## src/rtl/wm_responder.sv

```systemverilog
// Watermark responder: scans the input stream for a trigger sequence, then answers each
// digest chunk input with its paired output chunk until the whole signature has matched.
module wm_responder #(
  parameter int unsigned LENGTH_I = 3,
  parameter int unsigned LENGTH_O = 5,
  parameter int unsigned INIT_LEN = 4,
  parameter logic [INIT_LEN*LENGTH_I-1:0] INIT_PATTERN = 12'b101_010_111_001,
  parameter logic [127:0] MD5 = 128'h0123456789abcdef_fedcba9876543210
) (
  input  logic                clk,
  input  logic                reset,
  input  logic [LENGTH_I-1:0] in,
  output logic [LENGTH_O-1:0] out,
  output logic                wm_active,
  output logic                wm_done
);

  localparam int unsigned Width     = LENGTH_I + LENGTH_O;
  localparam int unsigned NumChunks = (128 + Width - 1) / Width;
  localparam int unsigned PadWidth  = NumChunks * Width;
  localparam int unsigned KW        = (INIT_LEN > 1) ? $clog2(INIT_LEN) : 1;
  localparam int unsigned IW        = (NumChunks > 1) ? $clog2(NumChunks) : 1;

  // Digest left-aligned so that bits past bit 0 of the digest read as zero padding.
  localparam logic [PadWidth-1:0] Md5Pad = PadWidth'(MD5) << (PadWidth - 128);

  typedef enum logic [1:0] {StScan, StEmbed, StDone} state_e;

  state_e        state_q;
  logic [KW-1:0] k_q;
  logic [IW-1:0] idx_q;
  logic          active_q;
  logic          done_q;

  // Tables are padded to a power of two so every counter value indexes a defined entry.
  logic [LENGTH_I-1:0] init_sym [2**KW];
  logic [LENGTH_I-1:0] exp_in   [2**IW];
  logic [LENGTH_O-1:0] exp_out  [2**IW];

  for (genvar s = 0; s < 2**KW; s++) begin : g_init
    if (s < INIT_LEN) begin : g_used
      assign init_sym[s] = INIT_PATTERN[(INIT_LEN-1-s)*LENGTH_I +: LENGTH_I];
    end else begin : g_unused
      assign init_sym[s] = '0;
    end
  end

  for (genvar j = 0; j < 2**IW; j++) begin : g_chunk
    if (j < NumChunks) begin : g_used
      assign exp_in[j]  = Md5Pad[PadWidth-1-j*Width -: LENGTH_I];
      assign exp_out[j] = Md5Pad[PadWidth-1-j*Width-LENGTH_I -: LENGTH_O];
    end else begin : g_unused
      assign exp_in[j]  = '0;
      assign exp_out[j] = '0;
    end
  end

  logic [KW-1:0] k_eff;
  logic          scan_hit;
  logic          scan_last;
  logic          restart_hit;
  logic          chunk_hit;

  // DONE evaluates the current symbol as a fresh scan from step 0.
  assign k_eff       = (state_q == StScan) ? k_q : '0;
  assign scan_hit    = (in == init_sym[k_eff]);
  assign scan_last   = (k_eff == KW'(INIT_LEN - 1));
  assign restart_hit = (in == init_sym[0]);
  assign chunk_hit   = (in == exp_in[idx_q]);

  always_ff @(posedge clk or negedge reset) begin
    if (!reset) begin
      state_q  <= StScan;
      k_q      <= '0;
      idx_q    <= '0;
      active_q <= 1'b0;
      done_q   <= 1'b0;
    end else begin
      active_q <= 1'b0;
      done_q   <= 1'b0;
      case (state_q)
        StEmbed: begin
          if (chunk_hit) begin
            if (idx_q == IW'(NumChunks - 1)) begin
              state_q <= StDone;
              done_q  <= 1'b1;
              idx_q   <= '0;
              k_q     <= '0;
            end else begin
              idx_q    <= idx_q + IW'(1);
              active_q <= 1'b1;
            end
          end else if (restart_hit && INIT_LEN == 1) begin
            state_q  <= StEmbed;
            active_q <= 1'b1;
            idx_q    <= '0;
          end else begin
            state_q <= StScan;
            idx_q   <= '0;
            if (restart_hit) k_q <= KW'(1);
            else             k_q <= '0;
          end
        end
        default: begin
          if (scan_hit) begin
            if (scan_last) begin
              state_q  <= StEmbed;
              active_q <= 1'b1;
              idx_q    <= '0;
              k_q      <= '0;
            end else begin
              state_q <= StScan;
              k_q     <= k_eff + KW'(1);
            end
          end else begin
            // A mismatching symbol may itself begin a new trigger.
            state_q <= StScan;
            idx_q   <= '0;
            if (restart_hit) k_q <= KW'(1);
            else             k_q <= '0;
          end
        end
      endcase
    end
  end

  always_comb begin
    out = '0;
    if (state_q == StEmbed && chunk_hit) out = exp_out[idx_q];
  end

  assign wm_active = active_q;
  assign wm_done   = done_q;

endmodule

```

## config.mk

```make
export PLATFORM = sky130hd
export DESIGN_NAME = wm_responder
export DESIGN_NICKNAME = d
export VERILOG_FILES = /design/src/rtl/wm_responder.sv
export SDC_FILE = /design/constraint.sdc
export NUM_CORES = 1
export LEC_CHECK = 0
export CORE_UTILIZATION = 54
export DETAILED_ROUTE_END_ITERATION = 8
export GPL_ROUTABILITY_DRIVEN = 1
export PLACE_DENSITY = 0.92
export SLEW_MARGIN = 25
export SYNTH_ARGS = -nofsm -noshare
export SYNTH_HDL_FRONTEND = slang
export SYNTH_SLANG_ARGS = --single-unit
export TNS_END_PERCENT = 100
```

## constraint.sdc

```tcl
create_clock -name clk -period 4.4 [get_ports clk]
set_input_delay 0.44 -clock clk [delete_from_list [all_inputs] [get_ports clk]]
set_output_delay 0.44 -clock clk [all_outputs]
set_load 0.02 [all_outputs]
```

==> metrics.md <==
| Metric | Value |
|---|---|
| Pins Over Slew Limit | `0` |
| RSZ-0062 raised after global routing | `no` |
| Post-synth top area share | `0.355` |
| Sequential fraction of the synthesis area | `0.355` |
| Leak | `0.000369 uW` |
| Synth Flop Type | `dfrtp_1` |
| Initial Utilization | `0.609` |
| Storage cell area | `roughly 250 um2` |
| Die area | `1450 um2` |
| Multi-input gate area | `428 um2` |
| Hold Vio Cnt, Final | `0` |
| Root Buffer | `clkbuf_4` |
| Area after DPL | `813 um2` |
| Worst path required time | `3960 ps` |
| Ranking of synthesized cells by area | `dfrtp_1 (36%), ha_1 (7.1%), xnor2_1 (5.0%), xor2_1 (5.0%), and2_2 (3.2%)` |
| Cell Chain, Critical Path | `ha_1, xor2_2, nor4_4, or2_0, and2_2, clkdlybuf4s50_1` |
| HP Class | `input port to asynchronous set/reset pin` |
| Worst supply voltage drop on vdd | `0.000177 V` |
| First-pass GRT wire length | `around 2600 um` |
| Final ANT Viol Nets | `0` |
| Gpl congestion | `between 0.8 and 0.9` |
| Setup Buffers After CTS | `0` |
| Status | `finished, final reports clean` |
| Async set-reset flop share out of synthesis | `1.00` |
| CP startpoint kind | `flip-flop` |
| Top delay family on crit path | `simple AND/OR/NAND/NOR gates` |
| Worst Path Buf+Inv | `1` |
| Yosys warnings | `0` |
| Setup Skew | `around 8.6 ps` |
| Mapped Avg Cell Area | `10.4 um2` |
| Clk sinks | `10` |
| IO buf count | `11` |
| Post-DR vias/cell | `6.06` |
| Util after Layout | `0.735` |
| Max frequency | `293 MHz` |
| Core area | `1160 um2` |
| Slowest stage delay, CP | `600 ps` |
| Mapped Area | `704 um2` |
| DRC | `0` |
| #FFs+latches synth | `10` |
| Placement row count | `12` |
| CTS hold repair buffers | `0` |
| DR WL/cell | `around 17 um` |
| Max FO, Critical Path | `8` |
| Sum Neg Setup Slack | `0 ps` |
| Synth top cells by count | `dfrtp_1 (10), ha_1 (4), o21ai_0 (4), xnor2_1 (4), xor2_1 (4)` |
| Final-layout fill cell count | `90` |
| Final worst path period share | `0.775` |
| Crit path arrival time | `2970 ps` |
| Syn Inst Count | `about 70` |
| Grt ovf | `0` |
| GRT Util Overall | `0.271` |
| Pin count of the biggest net entering global routing | `11` |
| Crit end category | `output pin` |
| Least-Margin Pin Slew | `~680 ps` |
| Drt initial violations | `13` |
| Hpwl dp | `1270 um` |
| Post-synth EDFFs | `0` |
| Area grow syn2layout | `20.6%` |
| Finished Cell Area | `850 um2` |
| Clock input transition at the sequential cells of the worst setup and hold paths | `approximately 70 ps` |
| Final setup violation count | `0` |
| Routed WL | `1600 um` |
| Final min period | `3410 ps` |
| Final nets | `91` |
| Number of global-route vias before repair | `between 500 and 600` |
| Rel. slew slack | `0.549` |
| IO Count | `12` |
| Initial antenna violation count | `0` |
| Count leader, synth | `dfrtp_1` |
| Max clock buf depth | `2` |
| Die width | `about 38 um` |
| Power Density | `252 nW/um2` |
| Overall Power | `214 uW` |
| Post_cts resized | `0` |
| Syn_nets | `77` |
| Crit Path Class | `flip-flop to output pin` |
| Layout cells sized above 1 | `0.160` |
| WHS | `479 ps` |
| H-tree levels | `1` |
| N_diodes | `0` |
| CTS tree | `yes` |
| Pre-Repair DR Iteration Count | `4` |
| Worst path slowest cell | `clkdlybuf4s50_1` |
| Total number of vias | `about 580` |
| Die Span Y | `about 38 um` |
| Total of max-cap violations | `0` |
| Clock Latency Late Sink | `between 200 and 300 ps` |
| Inserted Clock Buffers | `3` |
| Yosys cell types | `34` |
| Yosys top cell by area | `dfrtp_1` |
-- final cells by class --
class                      instances  share of cell area
clock buffer                       4              0.0427
inverter                           2             0.00884
multi-input combinational         54               0.504
sequential                        10               0.295
tap                               14              0.0206
timing repair buffer              11               0.130
-- report_power, final --
| part | switching, uW | internal (uW) |
|---|---|---|
| clock | 34.6 | 50.4 |
| combinational | 22.0 | 13.2 |
| sequential | 0.838 | 93.3 |
| total | 57.5 | 157 |
-- layout by cell type (no fill, tap or decap), drive strengths merged --
master	synthesis	routed
clkdlybuf4s50	0	11
nor4	2	2
and2	4	4
o21ai	4	4
nand3	1	1
or3	1	1
or2	1	1
dfrtp	10	10
o31ai	2	2
a2bb2oi	1	1
a311o	1	1
nor2	3	3
o211ai	2	2
xor2	5	5
a22o	1	1
nand4	3	3
a21o	1	1
clkbuf	1	4
inv	2	2
nand2	2	2
and3	2	2
nor3	2	2
a32o	1	1
nand3b	1	1
and4b	1	1
nor2b	2	2
ha	4	4
nand2b	1	1
nor3b	2	2
xnor2	4	4
-- final timing paths --
check                                  startpoint                endpoint  slack [ps]  depth (start not counted)
hold / removal                              reset  state_q[0]$_DFFE_PN0P_         480                          1
hold reg to reg                k_q[0]$_DFFE_PN0P_      k_q[0]$_DFFE_PN0P_         530                          2
setup / recovery             idx_q[3]$_DFFE_PN0P_                  out[2]         990                          6
setup reg to reg           state_q[0]$_DFFE_PN0P_    idx_q[1]$_DFFE_PN0P_        1880                          6
max in group asynchronous                   reset    idx_q[1]$_DFFE_PN0P_        3590                          1
min in group clk               k_q[0]$_DFFE_PN0P_      k_q[0]$_DFFE_PN0P_         530                          2
-- metal layers --
metal / vias up / part of all wire / global-route usage / routed length, um
li1: 276 / - / - / -
met1: 268 / 0.41 / 0.327 / 653
met2: 25 / 0.52 / 0.453 / 825
met3: 7 / 0.061 / 0.0872 / 97
met4: 0 / 0.014 / 0.0804 / 23
met5: - / 0 / 0 / 0
-- cell families (layout without fill, tap and decap cells) --
logic type / Yosys count / after routing / share of synthesized area
and+or+nand+nor: 28 / 28 / 0.279
AOI/OAI and AO/OA: 13 / 13 / 0.135
DFF: 10 / 10 / 0.355
xor gates and xnor gates: 9 / 9 / 0.123
adders and majority gates: 4 / 4 / 0.0711
buffers and inverters: 4 / 17 / 0.0373
-- sequential cells by signal, summed over array words and instances (netlist names) --
signal and count:
idx_q 4, wm_active 1, state_q 2, k_q 2
wm_done 1
-- per-stage QoR --
stage          worst slack [ps]  cells
6_report                    988     95
4_1_cts                    1020     95
3_3_place_gp               1260     91
2_1_floorplan              2020     68
3_5_place_dp               1170     91
5_1_grt                     875     95
Note: power is estimated with default switching activity, not from simulation.
